File: config.mk
export PLATFORM = sky130hd
export DESIGN_NAME = hash_state_bank
export DESIGN_NICKNAME = d
export VERILOG_FILES = /design/src/rtl/hash_state_bank.sv
export SDC_FILE = /design/constraint.sdc
export NUM_CORES = 1
export LEC_CHECK = 0
export BUFFER_PORTS_ARGS = -buffer_cell sky130_fd_sc_hd__buf_4
export CORE_MARGIN = 10
export CORE_UTILIZATION = 35
export CTS_CLUSTER_SIZE = 8
export DETAILED_ROUTE_END_ITERATION = 7
export PLACE_DENSITY_LB_ADDON = 0.3
export SETUP_SLACK_MARGIN = 0.02
export SYNTH_ARGS = -nofsm -noshare
export SYNTH_HDL_FRONTEND = slang
export SYNTH_SLANG_ARGS = --single-unit
File: constraint.sdc
create_clock -name clk -period 7.2 [get_ports clk]
set_input_delay 0.72 -clock clk [delete_from_list [all_inputs] [get_ports clk]]
set_output_delay 0.72 -clock clk [all_outputs]
set_load 0.05 [all_outputs]
File: src/rtl/hash_state_bank.sv
`default_nettype none
// ============================================================================
// Module   : hash_state_bank
// Brief    : SHA-256 chaining-state bank with IV reload, word-serial
//            accumulate and word-serial ones-count.
// Revision : 1.0
// ============================================================================
module hash_state_bank #(
  parameter int WORD_W    = 32,
  parameter int NUM_WORDS = 8,
  parameter logic [NUM_WORDS*WORD_W-1:0] IV_VEC = {
    32'h5be0cd19, 32'h1f83d9ab, 32'h9b05688c, 32'h510e527f,
    32'ha54ff53a, 32'h3c6ef372, 32'hbb67ae85, 32'h6a09e667},
  parameter int CNT_W     = $clog2(NUM_WORDS*WORD_W+1)
) (
  input  logic                         clk,
  input  logic                         rst_n,
  input  logic                         start,
  input  logic [1:0]                   op,
  input  logic [WORD_W-1:0]            acc_in,
  input  logic                         acc_valid,
  output logic                         acc_ready,
  input  logic [$clog2(NUM_WORDS)-1:0] rd_addr,
  output logic [WORD_W-1:0]            rd_data,
  output logic                         busy,
  output logic                         done,
  output logic [CNT_W-1:0]             ones_count
);

  localparam int c_aw = $clog2(NUM_WORDS);
  localparam logic [c_aw-1:0] c_last = c_aw'(NUM_WORDS - 1);

  typedef enum logic [2:0] {
    S_IDLE   = 3'd0,
    S_INIT   = 3'd1,
    S_ACCUM  = 3'd2,
    S_POPCNT = 3'd3,
    S_DONE   = 3'd4
  } state_t;

  state_t            r_state;
  logic [c_aw-1:0]   r_idx;
  logic [WORD_W-1:0] r_h [NUM_WORDS];
  logic [WORD_W-1:0] r_rd_data;
  logic              r_busy;
  logic              r_done;
  logic              r_acc_ready;
  logic [CNT_W-1:0]  r_ones;

  logic [WORD_W-1:0] w_iv [NUM_WORDS];
  logic [WORD_W-1:0] w_rd_word;
  logic [CNT_W-1:0]  w_pop;

  generate
    for (genvar k = 0; k < NUM_WORDS; k++) begin : g_iv
      assign w_iv[k] = IV_VEC[k*WORD_W +: WORD_W];
    end
  endgenerate

  // Only a non-power-of-two bank can be addressed past its last word.
  generate
    if ((1 << c_aw) == NUM_WORDS) begin : g_rd_full
      assign w_rd_word = r_h[rd_addr];
    end else begin : g_rd_partial
      assign w_rd_word = (int'({1'b0, rd_addr}) < NUM_WORDS) ? r_h[rd_addr] : '0;
    end
  endgenerate

  always_comb begin
    w_pop = '0;
    for (int i = 0; i < WORD_W; i++) begin
      w_pop = w_pop + CNT_W'(r_h[r_idx][i]);
    end
  end

  always_ff @(posedge clk or negedge rst_n) begin
    if (!rst_n) begin
      r_state     <= S_IDLE;
      r_idx       <= '0;
      r_rd_data   <= '0;
      r_busy      <= 1'b0;
      r_done      <= 1'b0;
      r_acc_ready <= 1'b0;
      r_ones      <= '0;
      for (int k = 0; k < NUM_WORDS; k++) begin
        r_h[k] <= IV_VEC[k*WORD_W +: WORD_W];
      end
    end else begin
      r_rd_data <= w_rd_word;
      case (r_state)
        S_IDLE: begin
          if (start) begin
            r_idx <= '0;
            case (op)
              2'b00: begin
                r_state <= S_INIT;
                r_busy  <= 1'b1;
              end
              2'b01: begin
                r_state     <= S_ACCUM;
                r_busy      <= 1'b1;
                r_acc_ready <= 1'b1;
              end
              2'b10: begin
                r_state <= S_POPCNT;
                r_busy  <= 1'b1;
                r_ones  <= '0;
              end
              default: r_state <= S_IDLE;
            endcase
          end
        end
        S_INIT: begin
          r_h[r_idx] <= w_iv[r_idx];
          r_idx      <= r_idx + 1'b1;
          if (r_idx == c_last) begin
            r_idx   <= '0;
            r_state <= S_DONE;
            r_done  <= 1'b1;
          end
        end
        S_ACCUM: begin
          if (acc_valid) begin
            r_h[r_idx] <= r_h[r_idx] + acc_in;
            r_idx      <= r_idx + 1'b1;
            if (r_idx == c_last) begin
              r_idx       <= '0;
              r_state     <= S_DONE;
              r_done      <= 1'b1;
              r_acc_ready <= 1'b0;
            end
          end
        end
        S_POPCNT: begin
          r_ones <= r_ones + w_pop;
          r_idx  <= r_idx + 1'b1;
          if (r_idx == c_last) begin
            r_idx   <= '0;
            r_state <= S_DONE;
            r_done  <= 1'b1;
          end
        end
        S_DONE: begin
          r_state <= S_IDLE;
          r_done  <= 1'b0;
          r_busy  <= 1'b0;
        end
        default: begin
          r_state     <= S_IDLE;
          r_done      <= 1'b0;
          r_busy      <= 1'b0;
          r_acc_ready <= 1'b0;
        end
      endcase
    end
  end

  assign rd_data    = r_rd_data;
  assign busy       = r_busy;
  assign done       = r_done;
  assign acc_ready  = r_acc_ready;
  assign ones_count = r_ones;

endmodule
`default_nettype wire

==> metrics, run 1 <==
outcome=complete, no violations; CTS Root Cell=clkbuf_16; die height=247.8 microns; Routed Antenna Nets=0; clock-pin slew on the worst setup and hold paths=0.05 ns; Post-Syn Area=0.01816 sq mm; share of layout cells above drive strength 1=between 20% and 30%; Fillers=4,996; CP Max Fanout=4; most frequent cells in the layout=342 x nand2_1, 211 x o21ai_0, 167 x dfrtp_1; Final Max Slew Viols=0; Die W=247.8 microns; first-pass GRT wire length=around 86,000 microns; die area=0.06140 sq mm; fraction of registers with async set/reset=100.0%; Clock Sinks=306; f_max=146.4 MHz; CP most frequent cell=fa_1; clk_skew=0.02285 ns; antenna cells=0; Via density=5.527; CP max stage cell=fa_1; total routed wirelength=approximately 57,000 microns; Worst setup EP type=flip-flop; Final Cycle Share=94.88%; total gr overflow=0; WP data required=7.61 ns; crit path time final=6.832 ns; Critical Path Max Stage Delay=0.60 ns; commonest non-fill, non-tap cell in the layout=nand2_1; overall routing resource usage=approximately 18%; EDFF count, synth=0; Final Hold Vio Count=0; synthesis-stage register bit count=306; Finish-stage setup viols=0; Top FF cell, synth=dfrtp_1; post-synth net total=between 1,500 and 2,000; number of distinct library cells after synthesis=72; number of max-cap violations=0; first-pass iteration count of the detailed router=6; Clock Tree Buf Depth=3; routed vias=13,840; I/O pin cnt=85; vias in the first global route=13,960; area delta synth->final=15.67%; Mapped Cells=1,732; Startpoint Class=flip-flop; Worst Tran Pin Value=between 1 and 1.5 ns; Hold Path Class=primary input to asynchronous set/reset pin; CTS buffer count=44; Final #Nets=between 1,500 and 2,000; unrepaired setup endpoints after global routing=false; drt drc=0; DP HPWL=between 30,000 and 40,000 microns; TritonCTS clock tree=done; Mean Syn Cell Area=~10 sq um; post-synthesis sequential area ratio=a little over two fifths; IO buf count=84; placed cell area=just under 0.02 sq mm; core area=between 0.05 and 0.06 sq mm; Relative slew margins=approximately 14%; Row Count=83; Initial Utilization=between 30% and 40%; worst skew pair latency=about 0.56 ns; Final Cell Area=0.02101 sq mm; total negative slack=0 ns; WL per Instance=between 20 and 25 microns; GPL Wtd Cong=0.9134; Crit Path Class=flip-flop to flip-flop; yosys synthesis warning count=0; iteration-0 DRC count of the detailed router=1,130; CP arrival=7.24 ns; initial antenna violation count=2; largest net degree at the start of global routing=approximately 180; Critical Path, Cell by Cell=buf_12, buf_4, mux4_2, nand2_1, nand2_1, fa_1, inv_1, fa_1, fa_1, fa_1, fa_1, fa_1, fa_2, fa_1, nor2b_1, o21ai_0, a21oi_1, o21ai_0, a21oi_1, o211ai_1, xor2_1, nor2_1; H-tree level count=2
==> worst paths after layout <==
kind | from | to | slack, ns | cells after the start
min in group clk | start | busy$_DFFE_PN0P_ | 0.44 | 3
setup / recovery | r_idx[0]$_DFFE_PN0P_ | ones_count[8]$_DFFE_PN0P_ | 0.37 | 22
hold / removal | rst_n | rd_data[6]$_DFF_PN0_ | 0.12 | 1
max in group asynchronous | rst_n | rd_data[30]$_DFF_PN0_ | 5.68 | 2
setup reg to reg | r_idx[0]$_DFFE_PN0P_ | ones_count[8]$_DFFE_PN0P_ | 0.37 | 22
hold reg to reg | r_h[28]$_DFFE_PN1P_ | r_h[28]$_DFFE_PN1P_ | 0.47 | 2
==> cells by family after synthesis <==
group	share of synthesized area (%)
AND/OR/NAND/NOR	12.61
adder cells (fa/ha/maj)	6.972
flip-flops	43.10
AO/OA/AOI/OAI	13.88
XOR/XNOR	1.578
buffers and inverters	3.637
multiplexers	18.23
==> what timing repair did <==
action,in CTS,in global routing
setup endpoints to repair,0,2
hold endpoints to repair,0,0
hold buffers,0,0
resized for setup,0,2
setup buffers,0,5
==> critical path, delay by kind of cell, from the launching register on <==
family,cells,cell delay (ns)
buf+inv,3,0.38
compound gates,5,0.74
flops,1,0.49
mux,1,0.41
xor+xnor,1,0.14
fa+ha+maj,8,4.13
simple gates,4,0.40
==> routing by layer <==
layer | vias up | wire length, microns | GRT usage [%]
li1 | 6324 | - | -
met1 | 6929 | 23390 | 23.64
met2 | 485 | 27800 | 30.19
met3 | 100 | 3839 | 3.483
met4 | 2 | 1830 | 6.347
met5 | - | 11 | 0
==> registers in the layout, indices dropped and copies added (netlist names) <==
| name | count |
|---|---|
| done | 1 |
| ones_count | 9 |
| r_h | 256 |
| busy | 1 |
| acc_ready | 1 |
| r_state | 3 |
| r_idx | 3 |
| rd_data | 32 |
==> synth_stat cells, types with 16 or more instances <==
cell	number	area, sq um
clkbuf_1	88	330.3
a21oi_1	79	395.4
inv_1	58	217.7
o21ai_0	211	1056
buf_1	18	67.56
ha_1	58	725.7
mux4_2	127	2860
and2_1	24	150.1
a31oi_1	21	131.4
nand2_1	345	1295
dfrtp_1	170	4254
dfstp_2	136	3573
xnor2_1	16	140.1
fa_1	27	540.5
mux2_2	32	360.4
nor3_1	17	85.08
nor2_1	98	367.9
==> layout make-up <==
cell class / instances / area [sq um] / area share [%]
clock buffers: 77 / 1277 / 6.081
multi-input cells: 1253 / 9701 / 46.18
well taps: 680 / 850.8 / 4.050
inverters: 58 / 217.7 / 1.036
clock inverters: 2 / 46.29 / 0.2204
flip-flops and latches: 306 / 7836 / 37.30
repair buffers: 128 / 1079 / 5.134
==> metrics by stage <==
| stage | hold slack (ns) | setup WS, ns | instances | utilization, % |
|---|---|---|---|---|
| final | 0.1233 | 0.3683 | 2504 | 40.95 |
| after global routing | 0.1757 | 0.04999 | 2504 | 40.95 |
| after CTS | 0.1693 | 0.2029 | 2498 | 40.79 |
| after detailed placement | 0.4643 | 0.2100 | 2419 | 38.21 |
| after global placement | 0.4607 | 0.3097 | 2419 | 38.21 |
| after floorplan | 0.4244 | 0.05150 | 1732 | - |
Power of run 1 is not shown: default switching activity piles up to over one toggle a cycle in this logic, so the estimate is an artifact.
==> inputs of run 2 (changes only) <==
--- a/config.mk
+++ b/config.mk
@@ -8,9 +8,9 @@
 export BUFFER_PORTS_ARGS = -buffer_cell sky130_fd_sc_hd__buf_4
 export CORE_MARGIN = 10
 export CORE_UTILIZATION = 35
+export CTS_CLUSTER_DIAMETER = 60
 export CTS_CLUSTER_SIZE = 8
 export DETAILED_ROUTE_END_ITERATION = 7
-export PLACE_DENSITY_LB_ADDON = 0.3
 export SETUP_SLACK_MARGIN = 0.02
 export SYNTH_ARGS = -nofsm -noshare
 export SYNTH_HDL_FRONTEND = slang
==> metrics, run 2 (same netlist as run 1, synthesis figures left out) <==
Worst setup EP type=flip-flop; WL per Instance=22.39 microns (-1.4%); total negative slack=0 ns (unchanged); Die W=247.8 microns (unchanged); DP HPWL=37,830 microns (-0.59%); first-pass iteration count of the detailed router=5 (-1); Fillers=4,974 (-0.44%); Crit Path Class=flip-flop to flip-flop; share of layout cells above drive strength 1=27.80% (-0.16 points); Startpoint Class=flip-flop; area delta synth->final=15.01%; Finished Core Util=40.72% (-0.23 points); Place WS=0.3193 ns (+0.1093 ns); largest register by flop count=r_h; overall routing resource usage=18.12% (-0.16 points); drt drc=0 (unchanged); clock-pin slew on the worst setup and hold paths=0.05 ns (about the same); CP max stage cell=fa_1; vias in the first global route=13,900 (-0.44%); Relative slew margins=26.74% (+13 points); Reg2Reg Setup Slack=0.36 ns (about the same); CP Max Fanout=22 (+18); Worst R2R End=ones_count[8]$_DFFE_PN0P_; outcome=complete, no violations; Final Max Slew Viols=0 (unchanged); number of max-cap violations=0 (unchanged); unrepaired setup endpoints after global routing=false; Routed Antenna Nets=0 (unchanged); Final Hold Vio Count=0 (unchanged); Critical Path Max Stage Delay=0.57 ns (-0.03 ns); most frequent cells in the layout=343 x nand2_1, 211 x o21ai_0, 167 x dfrtp_1; die area=0.06140 sq mm (unchanged); IO buf count=84 (unchanged); clk_skew=0.02882 ns (+0.005965 ns); Final Hold Slack=0.1807 ns (+0.05739 ns); max FFs per register=256 (unchanged); first-pass GRT wire length=86,080 microns (about the same); GPL Wtd Cong=0.9261 (+1.4%); worst r2r src=r_idx[0]$_DFFE_PN0P_; Initial Utilization=35.40% (unchanged); CTS buffer count=44 (unchanged); post-CTS sizing=0 (unchanged); final worst slack=0.3639 ns (-0.004387 ns); Final Cycle Share=94.95% (about the same); Via density=5.571 (+0.80%); iteration-0 DRC count of the detailed router=1,172 (+3.7%); crit path time final=6.836 ns (+0.004387 ns); Clock Tree Buf Depth=3 (unchanged); H-tree level count=2 (unchanged); I/O pin cnt=85 (unchanged); Worst Tran Pin Value=1.099 ns (-0.1817 ns); CTS Root Cell=clkbuf_16; largest net degree at the start of global routing=94 (-47%); length in cells of the worst reg-to-reg path=21 (-4.5%); Clock Sinks=306 (unchanged); total routed wirelength=56,090 microns (-1.4%); Finish-stage setup viols=0 (unchanged); routed vias=13,960 (+0.84%); Hold Path Class=primary input to asynchronous set/reset pin; CP arrival=7.26 ns (+0.02 ns); core area=0.05130 sq mm (unchanged); Row Count=83 (unchanged); Final #Nets=1,915 (-0.10%); worst skew pair latency=0.56 ns (about the same); die height=247.8 microns (unchanged); TritonCTS clock tree=done; WP data required=7.62 ns (about the same); total gr overflow=0 (unchanged); initial antenna violation count=1 (-1); CP most frequent cell=fa_1; commonest non-fill, non-tap cell in the layout=nand2_1; Critical Path, Cell by Cell=buf_12, mux4_2, nand2_1, nand2_1, fa_1, inv_1, fa_1, fa_1, fa_1, fa_1, fa_1, fa_1, fa_1, nor2b_1, o21ai_0, a21oi_1, o21ai_0, a21oi_1, o211ai_1, xor2_1, nor2_1; f_max=146.3 MHz (about the same)
[run 2: changes by cell type in the layout (fill, tap and decap cells not counted), moves of 2 or more]
cell       delta
buf_4         +3
inv_6         +2
buf_12        -2
clkbuf_16     -2
clkbuf_1      +3
[run 2: cell type report]
type / instances / area (sq um) / share of cell area (%)
sequential: 306 / 7836 / 37.51
timing repair buffer: 126 / 1003 / 4.804
multi-input combinational: 1253 / 9703 / 46.45
clock inverter: 3 / 25.02 / 0.1198
tap: 680 / 850.8 / 4.073
clock buffer: 78 / 1250 / 5.984
inverter: 58 / 217.7 / 1.042
antenna: 1 / 2.502 / 0.01198
[run 2: worst max path at each step]
stage                                     from                   endpoint  cells past startpoint
after floorplan           r_idx[0]$_DFFE_PN0P_  ones_count[8]$_DFFE_PN0P_                     23
final                     r_idx[0]$_DFFE_PN0P_  ones_count[8]$_DFFE_PN0P_                     21
after detailed placement  r_idx[0]$_DFFE_PN0P_  ones_count[8]$_DFFE_PN0P_                     21
after CTS                 r_idx[0]$_DFFE_PN0P_  ones_count[8]$_DFFE_PN0P_                     21
after global routing      r_idx[0]$_DFFE_PN0P_  ones_count[8]$_DFFE_PN0P_                     21
after global placement    r_idx[0]$_DFFE_PN0P_  ones_count[8]$_DFFE_PN0P_                     21
[run 2: critical path, delay by kind of cell (launching register included)]
kind / cells / cell delay, ns
compound gates: 5 / 0.76
buf+inv: 2 / 0.30
flops: 1 / 0.53
xor+xnor: 1 / 0.14
simple gates: 4 / 0.36
mux: 1 / 0.52
fa+ha+maj: 8 / 4.07
[run 2: per-layer routing]
metal,global-route usage (%),vias up,wire length [microns]
met4,6.491,0,1905
met5,0,-,0
met3,2.784,106,3398
li1,-,6316,-
met1,23.48,7036,23230
met2,30.27,498,27560
[run 2: stage by stage]
step                      cell area [sq um]  std cells
after floorplan                       18160       1732
after global placement                19560       2418
after detailed placement              19560       2418
after CTS                             20840       2499
after global routing                  20890       2504
final                                 20890       2505
[run 2: timing repair]
| item | CTS | global route |
|---|---|---|
| setup endpoints to repair | 0 | 1 |
| hold buffers | 0 | 0 |
| setup buffers | 0 | 5 |
Power of run 2 is left out for the same reason.
